$ cat src/rtl/button_code_gen_if.sv
// Raw pushbutton inputs and the held selection code shared by the button front end and its environment.
interface button_code_gen_if;
    logic       btn_freq;
    logic       btn_lp;
    logic       btn_hp;
    logic [3:0] buttons;
    logic       code_update;

    modport master (output btn_freq, btn_lp, btn_hp, input buttons, code_update);
    modport slave  (input btn_freq, btn_lp, btn_hp, output buttons, code_update);
endinterface

$ cat src/rtl/button_code_gen.sv
// Conditions three raw pushbuttons and turns each debounced press into a stepped 4-bit selection code.
module button_code_gen_deb #(
    parameter int DEBOUNCE_CYCLES = 480,
    parameter int CNT_W           = 20
) (
    input  logic clk_48,
    input  logic reset,
    input  logic raw_i,
    output logic press_o
);
    logic             sync1_q, sync2_q, deb_q, press_q;
    logic [CNT_W-1:0] cnt_q;

    always_ff @(posedge clk_48) begin
        if (reset) begin
            sync1_q <= 1'b0;
            sync2_q <= 1'b0;
            deb_q   <= 1'b0;
            press_q <= 1'b0;
            cnt_q   <= '0;
        end else begin
            sync1_q <= raw_i;
            sync2_q <= sync1_q;
            press_q <= 1'b0;
            if (sync2_q == deb_q) begin
                cnt_q <= '0;
            end else if (cnt_q == CNT_W'(DEBOUNCE_CYCLES - 1)) begin
                deb_q   <= sync2_q;
                cnt_q   <= '0;
                press_q <= sync2_q;
            end else begin
                cnt_q <= cnt_q + 1'b1;
            end
        end
    end

    assign press_o = press_q;
endmodule

module button_code_gen #(
    parameter int DEBOUNCE_CYCLES = 480,
    parameter int CNT_W           = 20
) (
    input  logic             clk_48,
    input  logic             reset,
    button_code_gen_if.slave bus
);
    localparam int NUM_BTN = 3;

    // Lane order: 0 = freq, 1 = low-pass, 2 = high-pass; also the service priority.
    logic [NUM_BTN-1:0] raw, press;
    assign raw = {bus.btn_hp, bus.btn_lp, bus.btn_freq};

    for (genvar g = 0; g < NUM_BTN; g++) begin : g_deb
        button_code_gen_deb #(
            .DEBOUNCE_CYCLES(DEBOUNCE_CYCLES),
            .CNT_W          (CNT_W)
        ) u_deb (
            .clk_48 (clk_48),
            .reset  (reset),
            .raw_i  (raw[g]),
            .press_o(press[g])
        );
    end

    logic [NUM_BTN-1:0] pend_q, pend_d;
    logic [2:0]         freq_idx_q, freq_idx_d;
    logic [1:0]         lp_idx_q, lp_idx_d;
    logic [1:0]         hp_idx_q, hp_idx_d;
    logic [3:0]         buttons_q, buttons_d;
    logic               code_update_q, code_update_d;

    always_comb begin
        pend_d        = pend_q;
        freq_idx_d    = freq_idx_q;
        lp_idx_d      = lp_idx_q;
        hp_idx_d      = hp_idx_q;
        buttons_d     = buttons_q;
        code_update_d = 1'b0;
        if (pend_q[0]) begin
            freq_idx_d    = freq_idx_q + 3'd1;
            buttons_d     = {1'b0, freq_idx_q + 3'd1};
            pend_d[0]     = 1'b0;
            code_update_d = 1'b1;
        end else if (pend_q[1]) begin
            lp_idx_d      = lp_idx_q + 2'd1;
            buttons_d     = {2'b10, lp_idx_q + 2'd1};
            pend_d[1]     = 1'b0;
            code_update_d = 1'b1;
        end else if (pend_q[2]) begin
            hp_idx_d      = hp_idx_q + 2'd1;
            buttons_d     = {2'b11, hp_idx_q + 2'd1};
            pend_d[2]     = 1'b0;
            code_update_d = 1'b1;
        end
        // A press landing in its own service cycle must survive the clear.
        pend_d = pend_d | press;
    end

    always_ff @(posedge clk_48) begin
        if (reset) begin
            pend_q        <= '0;
            freq_idx_q    <= 3'd4;
            lp_idx_q      <= 2'd1;
            hp_idx_q      <= 2'd2;
            buttons_q     <= 4'd4;
            code_update_q <= 1'b0;
        end else begin
            pend_q        <= pend_d;
            freq_idx_q    <= freq_idx_d;
            lp_idx_q      <= lp_idx_d;
            hp_idx_q      <= hp_idx_d;
            buttons_q     <= buttons_d;
            code_update_q <= code_update_d;
        end
    end

    assign bus.buttons     = buttons_q;
    assign bus.code_update = code_update_q;
endmodule

$ cat src/flat_wrapper.sv
// flat-port wrapper written by rule: the top's interface ports become plain ports
module button_code_gen_flat 
#(
    parameter int DEBOUNCE_CYCLES = 480,
    parameter int CNT_W           = 20
)
  (clk_48, reset, bus_btn_freq, bus_btn_lp, bus_btn_hp, bus_buttons, bus_code_update);
  button_code_gen_if bus_i ();
  input  logic clk_48;
  input  logic reset;
  input wire logic [$bits(bus_i.btn_freq)-1:0] bus_btn_freq;
  input wire logic [$bits(bus_i.btn_lp)-1:0] bus_btn_lp;
  input wire logic [$bits(bus_i.btn_hp)-1:0] bus_btn_hp;
  output wire logic [$bits(bus_i.buttons)-1:0] bus_buttons;
  output wire logic [$bits(bus_i.code_update)-1:0] bus_code_update;
  assign bus_i.btn_freq = bus_btn_freq;
  assign bus_i.btn_lp = bus_btn_lp;
  assign bus_i.btn_hp = bus_btn_hp;
  assign bus_buttons = bus_i.buttons;
  assign bus_code_update = bus_i.code_update;
  button_code_gen #(.DEBOUNCE_CYCLES(DEBOUNCE_CYCLES), .CNT_W(CNT_W)) u_core (.clk_48(clk_48), .reset(reset), .bus(bus_i));
endmodule
$ cat config.mk
export PLATFORM = sky130hd
export DESIGN_NAME = button_code_gen_flat
export DESIGN_NICKNAME = d
export VERILOG_FILES = /design/src/rtl/button_code_gen_if.sv /design/src/rtl/button_code_gen.sv /design/src/flat_wrapper.sv
export SDC_FILE = /design/constraint.sdc
export NUM_CORES = 1
export LEC_CHECK = 0
export ABC_AREA = 1
export BUFFER_PORTS_ARGS = -buffer_cell sky130_fd_sc_hd__buf_2
export CAP_MARGIN = 20
export CELL_PAD_IN_SITES_DETAIL_PLACEMENT = 0
export CELL_PAD_IN_SITES_GLOBAL_PLACEMENT = 1
export CORE_MARGIN = 2
export CORE_UTILIZATION = 30
export DETAILED_ROUTE_END_ITERATION = 7
export GPL_TIMING_DRIVEN = 0
export PLACE_DENSITY_LB_ADDON = 0.05
export SYNTH_ARGS = -nofsm -noshare
export SYNTH_HDL_FRONTEND = slang
export SYNTH_HIERARCHICAL = 1
export SYNTH_SLANG_ARGS = --single-unit
$ cat constraint.sdc
create_clock -name clk_48 -period 2.23 [get_ports clk_48]
set_input_delay 0.223 -clock clk_48 [delete_from_list [all_inputs] [get_ports clk_48]]
set_output_delay 0.223 -clock clk_48 [all_outputs]
set_load 0.005 [all_outputs]
==> key figures <==
Timing
  – Final count of hold timing violations: 0
  – RSZ-0062 raised after global routing: no
  – Number of endpoints failing setup at the final stage: 0
  – Worst Max-Slew Pin Slew: approximately 0.31 ns
  – Final Max Slew Viols: 0
  – Final worst path period share: 75.1%
  – Highest Clock Rate: 597 MHz
  – Minimum clock period after layout: 1.68 ns
  – Worst relative slew slack: 79.6%
  – Worst path setup slack after routing: 0.555 ns
  – Setup total negative slack: 0 ns
  – Clock Skews: 0.00808 ns

Setup path
  – Critical path data arrival time: 1.92 ns
  – Crit end category: register
  – Critical path class: reg -> reg
  – Minimum setup slack among reg-to-reg paths: 0.55 ns
  – Startpoint of the worst register-to-register path: u_core/g_deb[0].u_deb/cnt_q[0]
  – Worst endpoint required time: approximately 2.5 ns
  – Max FO, Critical Path: 10
  – End of the worst register-to-register path: u_core/g_deb[0].u_deb/cnt_q[6]
  – Cell depth of the worst flop-to-flop path: 7
  – CP startpoint kind: register

Finish
  – Ratio of cells with drive above 1 in the final layout: 12.3%
  – Post-layout nets: 631
  – Leading cell types in the layout, fill and taps excluded: sky130_fd_sc_hd__nand2_1, sky130_fd_sc_hd__nor2_1, sky130_fd_sc_hd__dfxtp_1
  – Commonest non-fill, non-tap cell in the layout: sky130_fd_sc_hd__nand2_1
  – Number of antenna cells inserted: 0
  – Synthesis-to-layout area growth: 13.9%

Global routing
  – Maximum number of pins on one net before global-route repair: 18
  – Via count of the first global-routing pass: ~3600
  – Sum of overflow across all layers after global routing: 0
  – Initial antenna violation count: 0
  – Total routing usage reported by global routing: 14.3%
  – Global-route wire length before repair: 16.9 mm

Die
  – IO Pins: 10
  – Die Span Y: 122 um
  – Core area: 0.0138 mm^2
  – Initial Util: 30.5%
  – Number of cell rows: 43
  – Die Footprint: 0.0149 mm^2
  – Chip Width: 122 um

Detailed routing
  – Total routed wirelength: 9.73 mm
  – Remaining antenna violation count: 0
  – Drc violations: 0
  – Router iterations before antenna repair: 4
  – Vias per cell: 4.52
  – WL per Instance: 12.1 um
  – Number of violations reported at the end of detailed-routing iteration 0: 228
  – Vias post-DR: between 3000 and 4000

Flow run
  – Reported max-cap violation count: 0

Min path
  – Launch point of the worst hold path: bus_btn_freq
  – Count of cells along the worst hold path: 3
  – Hold WC Path Type: in -> reg
  – Capture endpoint of the worst hold path: u_core/g_deb[0].u_deb/sync1_q

Pwr
  – Leakage Power: between 1.5 and 2 nW
  – P per Cell Area: 672 mW/mm^2
  – Maximum VDD drop: 0.382 mV

Logic synthesis
  – Post-synth EDFFs: 0
  – Number of synthesized register bits: 87
  – Mean post-synth cell area: 6.97 um^2
  – YS warnings: 6
  – Gate count after technology mapping: 602
  – Nets in the synthesized netlist: 611
  – Most common flop cell mapped by yosys: sky130_fd_sc_hd__dfxtp_1
  – Async S/R FF share, synth: 0%
  – Post-synth design cell area: approximately 0.0042 mm^2
  – Count of cell types in the netlist: 26
  – Sequential element share of the synthesized area: roughly two fifths

Clock tree
  – Clock input transition at the sequential cells of the worst setup and hold paths: ~0.070 ns
  – Clock root cell: sky130_fd_sc_hd__clkbuf_16
  – H-tree depth: 3
  – Buffers from clock root to sink, at most: 2
  – Clock insertion delay at the later pin of the skew report: 0.35 ns
  – Number of gates resized after cts: 0
  – TritonCTS clock tree: yes
  – Clock sink count: 87
  – Number of hold buffers added after CTS: 0
  – Clock buffer count from CTS: 9
  – Post-CTS setup buffer count: 0

Placed design
  – Dpl ws: 0.593 ns
  – Number of input and output port buffers inserted: 9
  – HPWL after detailed placement: 7.12 mm
  – Routability-driven placement congestion ratio: about 0.8

Outcome
  – Status: complete, no violations
## critical path, cell delays in order, from the launching register on
cell	delay, ns
sky130_fd_sc_hd__dfxtp_1	0.35
sky130_fd_sc_hd__ha_1	0.25
sky130_fd_sc_hd__nand2_2	0.12
sky130_fd_sc_hd__nor2_1	0.28
sky130_fd_sc_hd__nand3_2	0.16
sky130_fd_sc_hd__nand2_4	0.17
sky130_fd_sc_hd__buf_6	0.17
sky130_fd_sc_hd__nor2_1	0.05
## where the power goes
part / internal (mW) / switching, mW / total (mW)
clock: 0.895 / 0.711 / 1.61
combinational: 0.0135 / 0.0299 / 0.0433
sequential: 1.56 / 0.00323 / 1.56
## per-stage QoR
| stage | power (mW) | hold WS [ns] | cell area, um^2 | utilization, % | instances |
|---|---|---|---|---|---|
| 2_1_floorplan | 1.62 | 0.292 | 4200 | - | 602 |
| 3_3_place_gp | 1.64 | 0.391 | 4470 | 32.4 | 791 |
| 3_5_place_dp | 1.64 | 0.392 | 4470 | 32.4 | 791 |
| 4_1_cts | 3.27 | 0.0687 | 4780 | 34.7 | 807 |
| 5_1_grt | 3.34 | 0.0740 | 4780 | 34.7 | 807 |
| 6_report | 3.21 | 0.0806 | 4780 | 34.7 | 807 |
## layout make-up
cell class / instances / area (um^2)
inverters: 77 / 289
flip-flops and latches: 87 / 1740
fillers: 1526 / 9000
clock inverters: 7 / 86.3
repair buffers: 9 / 45.0
well taps: 180 / 225
plain buffers: 4 / 38.8
clock buffers: 9 / 225
multi-input cells: 434 / 2130
## registers in the layout, indices dropped and copies added, names as in the netlist
register / flops
u_core/g_deb.u_deb/sync1_q: 3
u_core/lp_idx_q: 2
u_core/freq_idx_q: 3
u_core/g_deb.u_deb/sync2_q: 3
u_core/pend_q: 3
u_core/g_deb.u_deb/deb_q: 3
u_core/g_deb.u_deb/press_o: 3
u_core/g_deb.u_deb/cnt_q: 60
u_core/bus.buttons: 4
u_core/hp_idx_q: 2
u_core/bus.code_update: 1
## metal layers
layer | track usage, % | part of all wire, % | vias up
li1 | - | - | 1938
met1 | 19.3 | 52 | 1666
met2 | 22.3 | 44 | 31
met3 | 2.83 | 2.4 | 12
met4 | 6.11 | 1.6 | 0
met5 | 0 | 0 | -
## worst max-delay path by stage
stage / startpoint / end
after detailed placement: u_core/g_deb[1].u_deb/cnt_q[0] / u_core/g_deb[1].u_deb/cnt_q[10]
after global placement: u_core/g_deb[0].u_deb/cnt_q[0] / u_core/g_deb[0].u_deb/cnt_q[6]
after CTS: u_core/g_deb[0].u_deb/cnt_q[0] / u_core/g_deb[0].u_deb/cnt_q[6]
after global routing: u_core/g_deb[1].u_deb/cnt_q[0] / u_core/g_deb[1].u_deb/cnt_q[10]
after floorplan: u_core/g_deb[0].u_deb/cnt_q[0] / u_core/g_deb[0].u_deb/cnt_q[10]
final: u_core/g_deb[0].u_deb/cnt_q[0] / u_core/g_deb[0].u_deb/cnt_q[6]
## cells in the mapped netlist (4+ instances only)
| library cell | number | share of area (%) |
|---|---|---|
| sky130_fd_sc_hd__nor2_1 | 120 | 11 |
| sky130_fd_sc_hd__nand2_1 | 124 | 11 |
| sky130_fd_sc_hd__nor3_1 | 8 | 0.95 |
| sky130_fd_sc_hd__nand2_2 | 14 | 2.1 |
| sky130_fd_sc_hd__ha_1 | 4 | 1.2 |
| sky130_fd_sc_hd__nor2_4 | 4 | 1.1 |
| sky130_fd_sc_hd__inv_2 | 4 | 0.36 |
| sky130_fd_sc_hd__nor2_2 | 14 | 2.1 |
| sky130_fd_sc_hd__a21oi_1 | 43 | 5.1 |
| sky130_fd_sc_hd__nand3_1 | 39 | 4.7 |
| sky130_fd_sc_hd__or2_0 | 6 | 0.89 |
| sky130_fd_sc_hd__dfxtp_1 | 87 | 42 |
| sky130_fd_sc_hd__inv_1 | 73 | 6.5 |
| sky130_fd_sc_hd__xor2_1 | 6 | 1.3 |
| sky130_fd_sc_hd__o21ai_0 | 5 | 0.60 |
| sky130_fd_sc_hd__xnor2_1 | 12 | 2.5 |
| sky130_fd_sc_hd__nand4_1 | 15 | 2.2 |
## cells by family (layout without fill, tap and decap cells)
kind of cell,Yosys count,count (layout),share of synthesized area (%)
buf+inv,81,106,7.81
fa+ha+maj,4,4,1.19
compound gates,56,56,7.13
flops,87,87,41.5
simple gates,356,356,38.6
xor+xnor,18,18,3.76
Note: power is estimated with default switching activity, not from simulation.
